===== config.mk =====
export PLATFORM = sky130hd
export DESIGN_NAME = uart_autobaud_detector
export DESIGN_NICKNAME = d
export VERILOG_FILES = /design/src/rtl/uart_autobaud_detector.sv
export SDC_FILE = /design/constraint.sdc
export NUM_CORES = 1
export LEC_CHECK = 0
export ABC_CLOCK_PERIOD_IN_PS = 18500
export CAP_MARGIN = 15
export CORE_AREA = 2 2 138 140
export DETAILED_ROUTE_END_ITERATION = 16
export DIE_AREA = 0 0 140 142
export GPL_TIMING_DRIVEN = 1
export PLACE_DENSITY = 0.72
export SYNTH_ARGS = -nofsm -noshare
export SYNTH_HDL_FRONTEND = slang
export SYNTH_SLANG_ARGS = --single-unit
export TNS_END_PERCENT = 5

===== constraint.sdc =====
create_clock -name clk -period 18.5 [get_ports clk]
set_clock_uncertainty 0.05 [all_clocks]
set_input_delay 1.85 -clock clk [delete_from_list [all_inputs] [get_ports clk]]
set_output_delay 1.85 -clock clk [all_outputs]
set_load 0.01 [all_outputs]

===== src/rtl/uart_autobaud_detector.sv =====
// Recovers the UART bit period from a 0x55 sync character on rx.
// Publishes clocks-per-bit with lock/error strobes.
module uart_autobaud_detector #(
    parameter int unsigned CNT_W               = 20,
    parameter int unsigned MIN_CLK_PER_BIT     = 16,
    parameter int unsigned MAX_CLK_PER_BIT     = 20000,
    parameter int unsigned DEFAULT_CLK_PER_BIT = 625
) (
    input  logic             clk,
    input  logic             rst_n,
    input  logic             enable,
    input  logic             rx,
    output logic [CNT_W-1:0] clk_per_bit,
    output logic             locked,
    output logic             lock_stb,
    output logic             err
);
    localparam int unsigned      TOT_W   = CNT_W + 3;
    localparam logic [TOT_W-1:0] C_MIN_I = TOT_W'(2 * MIN_CLK_PER_BIT);
    localparam logic [TOT_W-1:0] C_MAX_I = TOT_W'(2 * MAX_CLK_PER_BIT);

    typedef enum logic [2:0] {S_IDLE, S_ARMED, S_MEAS, S_STOP, S_LOCKED} state_t;

    state_t           r_state, w_state_nxt;
    logic             r_sync1, r_sync2, r_hist;
    logic [CNT_W-1:0] r_cnt, w_cnt_nxt;
    logic [2:0]       r_idx, w_idx_nxt;
    logic [CNT_W-1:0] r_i1, w_i1_nxt;
    logic [TOT_W-1:0] r_total, w_total_nxt;
    logic [CNT_W-1:0] r_cpb, w_cpb_nxt;
    logic             r_locked, w_locked_nxt;
    logic             r_stb, w_stb_nxt;
    logic             r_err, w_err_nxt;

    logic             w_fall, w_rise, w_cnt_sat, w_bad_ival;
    logic [TOT_W-1:0] w_cnt_x, w_ival, w_i1_x, w_diff, w_win_lo, w_win_hi;

    assign w_fall     = r_hist & ~r_sync2;
    assign w_rise     = ~r_hist & r_sync2;
    assign w_cnt_sat  = &r_cnt;
    assign w_cnt_x    = TOT_W'(r_cnt);
    assign w_ival     = w_cnt_x + TOT_W'(1);
    assign w_i1_x     = TOT_W'(r_i1);
    assign w_diff     = (w_ival >= w_i1_x) ? (w_ival - w_i1_x) : (w_i1_x - w_ival);
    assign w_win_lo   = w_i1_x >> 2;
    assign w_win_hi   = (w_i1_x + (w_i1_x << 1)) >> 2;
    // First interval is range-checked; later ones must stay within I1/8 of it.
    assign w_bad_ival = (r_idx == 3'd1) ? ((w_ival < C_MIN_I) || (w_ival > C_MAX_I))
                                        : (w_diff > (w_i1_x >> 3));

    // rx synchroniser plus edge-history flop; idles high.
    always_ff @(posedge clk or negedge rst_n) begin
        if (!rst_n) begin
            r_sync1 <= 1'b1;
            r_sync2 <= 1'b1;
            r_hist  <= 1'b1;
        end else begin
            r_sync1 <= rx;
            r_sync2 <= r_sync1;
            r_hist  <= r_sync2;
        end
    end

    always_ff @(posedge clk or negedge rst_n) begin
        if (!rst_n) begin
            r_state  <= S_IDLE;
            r_cnt    <= '0;
            r_idx    <= '0;
            r_i1     <= '0;
            r_total  <= '0;
            r_cpb    <= CNT_W'(DEFAULT_CLK_PER_BIT);
            r_locked <= 1'b0;
            r_stb    <= 1'b0;
            r_err    <= 1'b0;
        end else begin
            r_state  <= w_state_nxt;
            r_cnt    <= w_cnt_nxt;
            r_idx    <= w_idx_nxt;
            r_i1     <= w_i1_nxt;
            r_total  <= w_total_nxt;
            r_cpb    <= w_cpb_nxt;
            r_locked <= w_locked_nxt;
            r_stb    <= w_stb_nxt;
            r_err    <= w_err_nxt;
        end
    end

    always_comb begin
        w_state_nxt  = r_state;
        w_cnt_nxt    = w_cnt_sat ? r_cnt : r_cnt + CNT_W'(1);
        w_idx_nxt    = r_idx;
        w_i1_nxt     = r_i1;
        w_total_nxt  = r_total;
        w_cpb_nxt    = r_cpb;
        w_locked_nxt = r_locked;
        w_stb_nxt    = 1'b0;
        w_err_nxt    = 1'b0;
        case (r_state)
            S_IDLE: w_state_nxt = S_ARMED;
            S_ARMED: begin
                if (w_fall) begin
                    w_state_nxt = S_MEAS;
                    w_idx_nxt   = 3'd1;
                    w_cnt_nxt   = '0;
                    w_total_nxt = '0;
                end
            end
            S_MEAS: begin
                // Timeout takes priority over a coincident fall.
                if (w_cnt_x > C_MAX_I) begin
                    w_state_nxt = S_ARMED;
                    w_err_nxt   = 1'b1;
                end else if (w_fall) begin
                    if (w_bad_ival) begin
                        w_state_nxt = S_ARMED;
                        w_err_nxt   = 1'b1;
                    end else begin
                        if (r_idx == 3'd1) begin
                            w_i1_nxt = CNT_W'(w_ival);
                        end
                        w_total_nxt = r_total + w_ival;
                        w_idx_nxt   = r_idx + 3'd1;
                        w_cnt_nxt   = '0;
                        if (r_idx == 3'd4) begin
                            w_state_nxt = S_STOP;
                        end
                    end
                end
            end
            S_STOP: begin
                if (w_fall || (w_cnt_x > w_win_hi) || (w_rise && (w_cnt_x < w_win_lo))) begin
                    w_state_nxt = S_ARMED;
                    w_err_nxt   = 1'b1;
                end else if (w_rise) begin
                    w_state_nxt  = S_LOCKED;
                    w_cpb_nxt    = CNT_W'((r_total + TOT_W'(4)) >> 3);
                    w_locked_nxt = 1'b1;
                    w_stb_nxt    = 1'b1;
                end
            end
            S_LOCKED: w_state_nxt = S_LOCKED;
            default:  w_state_nxt = S_IDLE;
        endcase
        // Disable overrides any lock or reject decided this cycle.
        if (!enable) begin
            w_state_nxt  = S_IDLE;
            w_locked_nxt = 1'b0;
            w_stb_nxt    = 1'b0;
            w_err_nxt    = 1'b0;
        end
    end

    assign clk_per_bit = r_cpb;
    assign locked      = r_locked;
    assign lock_stb    = r_stb;
    assign err         = r_err;

endmodule

---- After elaboration in Yosys (flattened, before gate mapping) ----
Cells that the tools add are included.
word-level totals
  register bits ........................... 95
  bits of input ports ..................... 4
  output and inout bits ................... 23
  logic and storage cells ................. 104
cells by class
  add/subtract/negate cells ............... 8
  magnitude comparators ................... 7
  equal/unequal tests ..................... 17
  muxes and demuxes ....................... 41
  bitwise operators ....................... 7
  reductions and logical operators ........ 12
operator list
  cell                     count
  $mux W23                 5
  $mux W20                 5
  $pmux W23 S2             1
  $pmux W20 S2             1
  $mux W3                  12
  $add A23 B21 Y23         1
  $add A23 B3 Y23 const B  1
  $gt A23 B17 Y1           1
  $add A20 B21 Y22         1
  $sub A20 B21 Y22         1
  $sub A21 B20 Y22         1
  $add A20 B1 Y21 const B  1
  $ge A21 B20 Y1           1
  $gt A21 B16 Y1 const B   1
  $lt A21 B6 Y1 const B    1
  $add A20 B1 Y20 const B  1
  $gt A20 B16 Y1 const B   1
  $gt A20 B20 Y1           1
  $lt A20 B18 Y1           1
  $reduce_and A20 Y1       1
  $pmux W3 S5              1
  $mux W1                  14
  $ne A2 B2 Y1 const B     5
  $reduce_and A5 Y1        2
  other kinds (18)         31

---- Longest topological paths before layout ----
Gate-level depths: netlist of the first run.
  depth in word-level cells ............... 10
  mapped depth ............................ 30
  depth with buffers taken out ............ 27

---- Worst setup path after synthesis of the first run ----
Ideal clock, no wire load.
  path type ............................... reg2reg
  start point ............................. register r_cnt[2]
  end point ............................... register r_total[13]
  library setup time ...................... 121 ps
  arrival ................................. 6324 ps
  data required time ...................... 18329 ps
  setup slack ............................. 12005 ps
  cell stages (with the launch flop) ...... 27
  path buffers ............................ 5
  clock period less this slack ............ 6495 ps
  path through ............................ dfrtp_1 > buf_2 > nand3_2 > or4_4 > or3_1 > nand2_1 > ha_1 > a21oi_1 > o21ai_1 > a2111oi_4 > o21a_1 > buf_6 > clkbuf_1 > buf_2 > mux2i_1 > xnor2_1 > ha_1 > nand3_1 > or4_1 > nor3_1 > a21oi_1 > a21oi_1 > o211ai_1 > o41ai_4 > a21oi_2 > buf_6 > a22o_1
between the ends
  word-level cells in the longest chain between the ends .. 7
  elaborated cells on any way between the ends .. 19
  classes of those cells .................. 4 x add/sub; 5 x order compare; 2 x eq/ne; 6 x mux; 2 x reduce/logical
ends and longest elaborated chain
  item                                      RTL line  text
  start, declared                           26        logic [CNT_W-1:0] r_cnt, w_cnt_nxt;
  start signal, assigned                    77        r_cnt <= w_cnt_nxt;
  $add A20 B1 Y21 (*)                       42        assign w_ival = w_cnt_x + TOT_W'(1);
  net w_ival[11]                            36        logic [TOT_W-1:0] w_cnt_x, w_ival, w_i1_x, w_diff, w_win_lo, w_win_hi;
  $sub A20 B21 Y22 (tied with other cells)  44        assign w_diff = (w_ival >= w_i1_x) ? (w_ival - w_i1_x) : (w_i1_x - w_ival);
  $mux W23                                  44
  $gt A23 B17 Y1                            49        : (w_diff > (w_i1_x >> 3));
  $mux W1                                   48        assign w_bad_ival = (r_idx == 3'd1) ? ((w_ival < C_MIN_I) || (w_ival > C_MAX_I))
  $ne A2 B2 Y1 (no line)                    n/a
  $reduce_and A5 Y1 (no line)               n/a
  end signal, assigned                      80        r_total <= w_total_nxt;
  end, declared                             29        logic [TOT_W-1:0] r_total, w_total_nxt;
The timed path passes the listed nets; every way through them passes the cells marked *. The select of a mux whose other input is x is not followed.
A chain may end at the register's enable or synchronous reset.

---- Final worst setup path of the first run ----
  start point ............................. register r_cnt[1]
  end point ............................... register r_total[10]
between the ends
  word-level cells in the longest chain between the ends .. 7
  elaborated cells on any way between the ends .. 19
  classes of those cells .................. 4 x add/sub; 5 x order compare; 2 x eq/ne; 6 x mux; 2 x reduce/logical
ends and longest elaborated chain
  item                                      RTL line
  $add A20 B1 Y21 (*)                       42
  net w_ival[18]                            36
  $sub A20 B21 Y22 (tied with other cells)  44
  $mux W23                                  44
  $gt A23 B17 Y1                            49
  $mux W1 (*)                               48
  $ne A2 B2 Y1 (no line) (*)                n/a
  $reduce_and A5 Y1 (no line) (*)           n/a
Marks and branches as above.

==> results.cfg, run 1 <==
[timing]
hold-worst-slack_ns = 0.317
rsz0062_at_grt = false
relSlewSlack_pct = 38.6
period_share_pct = 45.3
fin_tns_setup_ns = 0
max_freq_ghz = 0.119
finalMaxSlewViolations = 0
finalHoldViolCount = 0
setup_viol = 0
layout_setup_ws_ns = 10.13
period_needed_ns = 8.37
worst_pin_slew_ns = 0.918

[synth]
synth_xor_area_share_pct = 7.70
synth_fa_ha_area_share_pct = 18.8
postSynth.asyncResetShare_pct = 100
yosysSeqAreaShare_pct = 24.1
synth_warnings = 0
syn_nets = 1236
avgSynthCellArea_um2 = 9.11
ys_ff_latch = 95
synth-compound-area-share_pct = 22.2
syn_inst = 1086
synth_top_flop_cell = dfrtp_1
synth-simple-area-share_pct = 16.2
synth-edff-count = 0
synth_top_family_by_area = compound AO/OA/AOI/OAI gates
yosysUniqueCellTypes = 88
synth_mux_area_share_pct = 6.34
syn_area_um2 = 9890

[die]
die_w_um = 140
start_util_pct = 53.6
dieArea_um2 = 19900
fp-row-count = 50
core_um2 = 18500
chipHeight_um = 142
ios = 27

[cts]
cts_resized = 0
cts.sinks = 95
h-tree-depth = 3
cts_hold_buffers = 0
path_clk_slew_ns = 0.07
cts_tree = built
cts_post_setup_buffers_inserted = 0
clockBufferDepth = 2
cts_buffers = 9
cts_root_buf = clkbuf_16
clkLatencyLatePin_ns = 0.36

[detailed_routing]
routed_wl_mm = 27.3
vias = 8363
post_drt_wl_per_cell_um = 20.5
drt_iter0_drc = 628
ant_nets = 0
drc = 0
vias_per_cell = 6.27
firstDrtPassIters = 5

[worst_setup_path]
crit_fanout = 21
cp_slowest_cell = o41ai_4
worst_ep_required_time_ns = 18.74
path_common_cell = ha_1
crit_path_end_kind = flip-flop
r2r_start = r_cnt[1]
critPathKind = flip-flop to flip-flop
arrival_ns = 8.62
cp-start-kind = flip-flop
worst-path-buf-inv = 2
crit_start = r_cnt[1]
slowest_delay_ns = 0.78
crit_family = compound AO/OA/AOI/OAI gates

[place]
gp_congestion = 0.922
port-buffer-count = 26
dpl.hpwl_mm = 21.4
place_ws_ns = 10.30

[layout]
antenna_cells = 0
syn_to_final_growth_pct = 6.99
final_nets = 1244
layout-drive-gt1-share_pct = 7.73

[min_path]
holdCritStartpoint = r_sync1
hp-class = flip-flop to flip-flop

[global_route]
grt_first_pass_wirelength_mm = 43.8
antenna_found_initial = 0
globalRouteTotalUtil_pct = 28.0
overflow = 0
grt_max_degree = 61
grt_pass1_vias = 8172

[flow_run]
maxCapViolations = 0

[power_and_ir_drop]
peakVddDrop_mv = 0.105
p_leak_nw = 5.33
power_per_cell_area_nw_per_um2 = 125

[outcome]
status = completed
-- cells in the mapped netlist, types with 4 or more instances --
master	count	area [um^2]
ha_1	142	1780
dfrtp_1	87	2180
a21oi_1	83	415
nand2_1	67	251
inv_1	62	233
xnor2_1	52	455
nor2_1	51	191
o21ai_0	41	205
nand3_1	38	190
a21o_1	36	270
xor2_1	35	307
mux2i_1	30	300
nor3_1	23	115
mux2_4	18	270
a22o_1	17	149
buf_2	17	85.1
nand4_1	14	87.6
nor2b_1	14	87.6
o21a_1	14	105
a21boi_1	13	97.6
a31oi_1	13	81.3
a211oi_1	12	90.1
and2_1	12	75.1
and3_1	12	75.1
buf_6	10	113
nand2b_1	10	62.6
or3_1	10	62.6
dfstp_2	8	210
o21bai_1	8	60.1
o31ai_1	8	60.1
a21boi_0	6	45.0
clkbuf_1	6	22.5
nand3b_1	6	45.0
nor4_1	6	37.5
o21ai_1	6	30.0
o211ai_1	5	37.5
a211o_1	4	35.0
fa_1	4	80.1
mux2_2	4	45.0
or4_1	4	30.0
-- cells by family (layout without fill, tap and decap cells) --
kind of cell / after synthesis / after routing
xor gates and xnor gates: 87 / 87
and+or+nand+nor: 293 / 293
muxes: 53 / 53
DFF: 95 / 95
AOI/OAI and AO/OA: 314 / 314
buffers and inverters: 98 / 111
adders and majority gates: 146 / 146
-- power by group --
part | switching, mW | leakage (nW) | internal, mW
logic | 0.502 | 3.88 | 0.368
clock network | 0.0893 | 0.162 | 0.121
registers | 0.0229 | 1.28 | 0.219
total | 0.614 | 5.33 | 0.707
-- worst reg2reg max path: stages, from the launching register on --
cell	delay [ns]
dfrtp_1	0.47
ha_1	0.34
nand4_4	0.19
nor3_4	0.38
nand3_1	0.14
xor2_1	0.29
inv_1	0.13
ha_1	0.48
nand2_1	0.19
o21ai_0	0.15
o21bai_1	0.18
a311oi_1	0.36
o21a_1	0.39
buf_4	0.34
o21ai_0	0.24
o41ai_1	0.43
xor2_1	0.13
ha_1	0.32
nand3_1	0.10
or4_1	0.53
nor3_1	0.22
a21oi_1	0.09
a21oi_1	0.14
o211ai_1	0.19
o41ai_4	0.78
and2_1	0.77
a32o_1	0.27
-- sequential cells by signal, summed over array words and instances, names as in the netlist --
signal and cells:
r_idx 3, r_hist 1, r_sync2 1, clk_per_bit 20, err 1, r_i1 20
lock_stb 1, r_sync1 1, r_cnt 20, locked 1, r_total 23, r_state 3
-- layout make-up --
type                            count  area, um^2
Fill cell                        1641        7870
Multi-Input combinational cell    893        7040
Sequential cell                    95        2390
Timing Repair Buffer               31         295
Tap cell                          234         293
Inverter                           64         241
Clock buffer                        9         225
Clock inverter                      7         103
-- through the flow --
stage                     instances  util, %  power, mW  instance area [um^2]
after detailed placement       1317     55.6       1.09                 10300
after floorplan                1086        -      0.917                  9890
after global routing           1333     57.4       1.43                 10600
after CTS                      1333     57.4       1.31                 10600
after global placement         1317     55.6       1.08                 10300
final                          1333     57.4       1.32                 10600
-- layer usage --
metal	part of all wire, %	routed length [um]	track usage, %
met1	46	12500	37.4
met2	45	12400	45.0
met3	5.5	1490	5.62
met4	3.5	961	11.0
met5	0	0	0
-- cells in the final DEF, fill, tap and decap left out, types with 17 or more instances in the layout --
cell type,n
xnor2_1,52
a21o_1,36
inv_1,62
mux2_4,18
nand3_1,38
nand2_1,67
mux2i_1,30
a21oi_1,83
nor3_1,23
o21ai_0,41
nor2_1,51
ha_1,142
a22o_1,17
dfrtp_1,87
clkdlybuf4s50_1,25
xor2_1,35
-- path summary, 6_finish.rpt --
check / to / slack, ns / cells after the start
max: r_total[10] / 10.13 / 26
min in group asynchronous: r_i1[2] / 1.41 / 1
max reg2reg: r_total[10] / 10.13 / 26
min reg2reg: r_sync2 / 0.32 / 0
min: r_sync2 / 0.32 / 0
max in group asynchronous: r_total[15] / 15.79 / 2
No activity file was read; power rests on OpenSTA's default activity.
==> run 2: changes to the inputs <==
ABC_CLOCK_PERIOD_IN_PS = 7250   (was 18500)
PLACE_DENSITY = 0.75   (was 0.72)
clock period = 7.25 ns   (was 18.5 ns; I/O delays follow)
==> run 2 against run 1 <==
Compared with the run above:
- the flow now finishes with violations (design-rule violations)
- non-clock buffer count rose by 28
- die area did not move
- register-to-register slack got worse by 9.9 ns
- sequential cell count did not move
- routed wire length fell by 4.2%
- power rose to 2.6 times the previous value
- cell area rose by 2.6%
- worst hold slack got worse by 0.031 ns
- sequential power rose to 2.5 times the previous value
- combinational power rose to 2.6 times the previous value
- setup slack got worse by 9.9 ns
- critical path depth rose by 3
==> results.cfg, run 2 (synthesis gave the netlist of run 1 again) <==
[timing]
worst_pin_slew_ns = 0.831
fin_tns_setup_ns = 0
period_share_pct = 96.2
finalHoldViolCount = 0
period_needed_ns = 6.97
finalMaxSlewViolations = 0
relSlewSlack_pct = 44.5
setup_viol = 0
max_freq_ghz = 0.143
hold-worst-slack_ns = 0.286

[layout]
layout-drive-gt1-share_pct = 11.3
largest_reg_flops = 23
fillers = 1590
regMostFlops = r_total
syn_to_final_growth_pct = 9.83
final_nets = 1272
final_common_cell = ha_1
final_cell_count_no_fill = 1361
seq_area_um2 = 2390
final_cell_mix = ha_1, a21oi_1, dfrtp_1, nand2_1, inv_1
multi_input_area_um2 = 7090
antenna_cells = 0

[die]
fp-row-count = 50
core_um2 = 18500
dieArea_um2 = 19900
ios = 27
die_w_um = 140
start_util_pct = 53.6
chipHeight_um = 142

[worst_setup_path]
crit_path_end_kind = flip-flop
critPathKind = flip-flop to flip-flop
worst_ep_required_time_ns = 7.49
arrival_ns = 7.21
cp-start-kind = flip-flop
crit_fanout = 17
cp_slowest_cell = or4_1
slowest_delay_ns = 0.53

[detailed_routing]
ant_nets = 0
drc = 1
routed_wl_mm = 26.2
post_drt_wl_per_cell_um = 19.2
vias_per_cell = 6.13
vias = 8346
drt_iter0_drc = 673
firstDrtPassIters = 12

[global_route]
grt_pass1_vias = 8120
gr-usage-met1_pct = 36.0
grt_first_pass_wirelength_mm = 42.4
use_met3_pct = 4.61
overflow = 0
globalRouteTotalUtil_pct = 26.6
antenna_found_initial = 0
grt_max_degree = 59
use_met2_pct = 43.7
top_usage_layer = met2

[power_and_ir_drop]
peakVddDrop_mv = 0.381
power_per_cell_area_nw_per_um2 = 311
p_leak_nw = 5.48

[flow_run]
maxCapViolations = 0

[cts]
clkLatencyLatePin_ns = 0.35
path_clk_slew_ns = 0.07
cts_hold_buffers = 0
clockBufferDepth = 2
h-tree-depth = 3
cts_buffers = 9
cts_tree = built
cts_root_buf = clkbuf_16
cts.sinks = 95

[place]
dp.cells = 1344
port-buffer-count = 26
gp_congestion = 0.990
dpl.hpwl_mm = 20.5

[min_path]
hp-class = primary input to asynchronous set/reset pin

[outcome]
violations = design-rule violations
status = finished, violations left
-- run 2: cell count changes in the layout (fill, tap and decap cells not counted), sizes merged --
cell      previous run  this run
clkinvlp             0         1
clkinv               3         4
inv                 66        65
bufinv               2         1
buf                  6        34
-- run 2: repair_timing --
action,CTS,global route
resized for setup,0,17
endpoints found under the hold margin,0,0
setup buffers,0,1
setup endpoints to repair,0,51
-- run 2: metrics by stage --
stage          total power, mW  util (%)  setup WS, ns  cell area (um^2)
2_1_floorplan             2.34         -         0.755              9890
3_3_place_gp              2.79      56.8         0.385             10500
4_1_cts                   3.33      58.4         0.136             10800
6_report                  3.38      58.9         0.275             10900
3_5_place_dp              2.81      56.8         0.200             10500
5_1_grt                   3.66      58.9       -0.0298             10900
-- run 2: final cells by class --
type | count | area share, %
Inverter | 64 | 2.22
Clock inverter | 7 | 0.737
Tap cell | 234 | 2.69
Clock buffer | 9 | 2.07
Sequential cell | 95 | 22.0
Multi-Input combinational cell | 893 | 65.3
Timing Repair Buffer | 59 | 4.95
-- run 2: critical path: cells and delay by family (launching register included) --
family                   cells  cell delay, ns
AO/OA/AOI/OAI               11            2.24
XOR/XNOR                     2            0.42
adder cells (fa/ha/maj)      3            0.99
buffers and inverters        4            0.75
flip-flops                   1            0.48
AND/OR/NAND/NOR              9            1.99
-- run 2: worst paths after layout --
check                              start  cells past startpoint  slack [ns]           to
max in group asynchronous          rst_n                      2        5.74  r_total[10]
min in group clk                 r_sync1                      0        0.31      r_sync2
worst min-delay path               rst_n                      1        0.29     r_i1[16]
worst max register to register  r_cnt[0]                     29        0.28  r_total[10]
worst max-delay path            r_cnt[0]                     29        0.28  r_total[10]
worst min register to register   r_sync1                      0        0.31      r_sync2
-- run 2: metal layers --
metal	part of all wire [%]	routed length (um)	vias to the layer above
met5	0	0	-
met4	2.8	743	0
met3	6.3	1640	47
met2	46	12100	260
met1	45	11700	3967
li1	-	-	4072
-- run 2: where the power goes --
group	internal (mW)	switching, mW	leakage [nW]
Combinational	0.987	1.29	4.06
Sequential	0.559	0.0435	1.27
Clock	0.272	0.225	0.148
==> run 3: changes to the inputs <==
ABC_CLOCK_PERIOD_IN_PS = 7600   (was 7250)
PLACE_DENSITY = 0.72   (was 0.75)
clock period = 7.6 ns   (was 7.25 ns; I/O delays follow)
==> run 3 against run 2 <==
Compared with the run above:
- the flow now finishes without violations
- routed wire length is 5.1% higher
- first-iteration DRC count increased by 4.5%
- via count is 2.3% higher
- critical endpoint is now r_total[3]
- largest cell class unchanged
- largest power group unchanged
==> results.cfg, run 3 (synthesis gave the netlist of run 1 again) <==
[detailed_routing]
vias = 8537
drc = 0
vias_per_cell = 6.27
post_drt_wl_per_cell_um = 20.2
drt_iter0_drc = 703
firstDrtPassIters = 5
routed_wl_mm = 27.5
ant_nets = 0

[worst_setup_path]
crit_path_end_kind = flip-flop
crit_fanout = 29
worst_ep_required_time_ns = 7.80
worst-path-buf-inv = 4
slowest_delay_ns = 0.56
crit_family = compound AO/OA/AOI/OAI gates
critPathKind = flip-flop to flip-flop
cp_slowest_cell = dfrtp_1
arrival_ns = 7.26
cp-start-kind = flip-flop

[timing]
period_needed_ns = 7.06
setup_viol = 0
fin_tns_setup_ns = 0
rsz0062_at_grt = false
worst_pin_slew_ns = 1.12
finalHoldViolCount = 0
period_share_pct = 92.9
max_freq_ghz = 0.142
finalMaxSlewViolations = 0
relSlewSlack_pct = 25.2

[layout]
syn_to_final_growth_pct = 9.45
antenna_cells = 0
final_cell_mix = ha_1, dfrtp_1, a21oi_1, nand2_1, inv_1
fillers = 1590
final_util_pct = 58.7
final_common_cell = ha_1
final_nets = 1272
largest_reg_flops = 23
layout-drive-gt1-share_pct = 10.3
regMostFlops = r_total

[place]
port-buffer-count = 26
gp_congestion = 0.996
dpl.hpwl_mm = 21.7

[power_and_ir_drop]
comb_power_share_pct = 67.0
p_leak_nw = 5.47
swShare_pct = 46.2
peakVddDrop_mv = 0.223
power_per_cell_area_nw_per_um2 = 298
switchingPower_mw = 1.49
intPower_mw = 1.74
pwr-share-clk_pct = 14.9
seqPwrFrac_pct = 18.1

[die]
die_w_um = 140
core_um2 = 18500
dieArea_um2 = 19900
fp-row-count = 50
ios = 27
start_util_pct = 53.6
chipHeight_um = 142

[cts]
cts_buffers = 9
cts_root_buf = clkbuf_16
clkLatencyLatePin_ns = 0.36
cts_tree = built
clockBufferDepth = 2
cts.sinks = 95
h-tree-depth = 3
path_clk_slew_ns = 0.07

[outcome]
status = completed

[global_route]
grt_max_degree = 71
globalRouteTotalUtil_pct = 28.6
antenna_found_initial = 0
overflow = 0
grt_first_pass_wirelength_mm = 45.0
grt_pass1_vias = 8329

[min_path]
hp-class = primary input to asynchronous set/reset pin

[flow_run]
maxCapViolations = 0
run 3: cell types whose count changed in the layout (fill, tap and decap cells not counted), moves of 2 or more:
| cell | before | now |
|---|---|---|
| buf_4 | 30 | 32 |
| dfrtp_1 | 81 | 87 |
| clkbuf_8 | 0 | 2 |
| a21oi_2 | 4 | 2 |
| clkinv_4 | 2 | 0 |
| dfrtp_2 | 6 | 0 |
| buf_6 | 2 | 0 |
run 3: path summary, 6_finish.rpt:
kind | startpoint | depth (start not counted) | to | slack, ns
max in group asynchronous | rst_n | 2 | r_cnt[16] | 6.00
max reg2reg | r_cnt[3] | 27 | r_total[3] | 0.54
min in group clk | r_sync1 | 0 | r_sync2 | 0.32
min | rst_n | 1 | r_i1[5] | 0.26
min reg2reg | r_sync1 | 0 | r_sync2 | 0.32
max | r_cnt[3] | 27 | r_total[3] | 0.54
run 3: cell type report:
class | instances | area [um^2] | area share (%)
multi-input cells | 893 | 7070 | 65.3
flip-flops and latches | 95 | 2390 | 22.0
repair buffers | 59 | 531 | 4.90
well taps | 234 | 293 | 2.70
clock buffers | 12 | 256 | 2.37
inverters | 64 | 241 | 2.23
clock inverters | 4 | 51.3 | 0.474
run 3: per-stage QoR:
step                power [mW]  hold WS, ns  setup WS (ns)  cells  area [um^2]
floorplan                 2.23        0.295           1.11   1086         9890
global placement          2.69        0.302          0.556   1344        10500
detailed placement        2.71        0.312          0.358   1344        10500
CTS                       3.20        0.264          0.349   1360        10800
global route              3.51        0.282         0.0281   1361        10800
finish                    3.23        0.258          0.538   1361        10800
run 3: routing by layer:
layer	vias up	share of wire, %	track usage (%)
li1	4069	-	-
met1	4111	46	40.0
met2	289	44	44.1
met3	68	5.2	4.71
met4	0	4.3	12.0
met5	-	0	0
run 3: power groups by stage:
| stage | sequential, mW | clock, mW | combinational, mW |
|---|---|---|---|
| 6_report | 0.584 | 0.483 | 2.17 |
| 5_1_grt | 0.589 | 0.509 | 2.41 |
| 4_1_cts | 0.583 | 0.490 | 2.13 |
| 3_5_place_dp | 0.592 | 0 | 2.12 |
| 3_3_place_gp | 0.588 | 0 | 2.10 |
| 2_1_floorplan | 0.579 | 0 | 1.65 |
run 3: what timing repair did:
item,in CTS,in global routing
gates resized for setup,0,5
endpoints found under the setup margin,0,60
hold buffers,0,0
buffers inserted,0,1
hold endpoints to repair,0,0
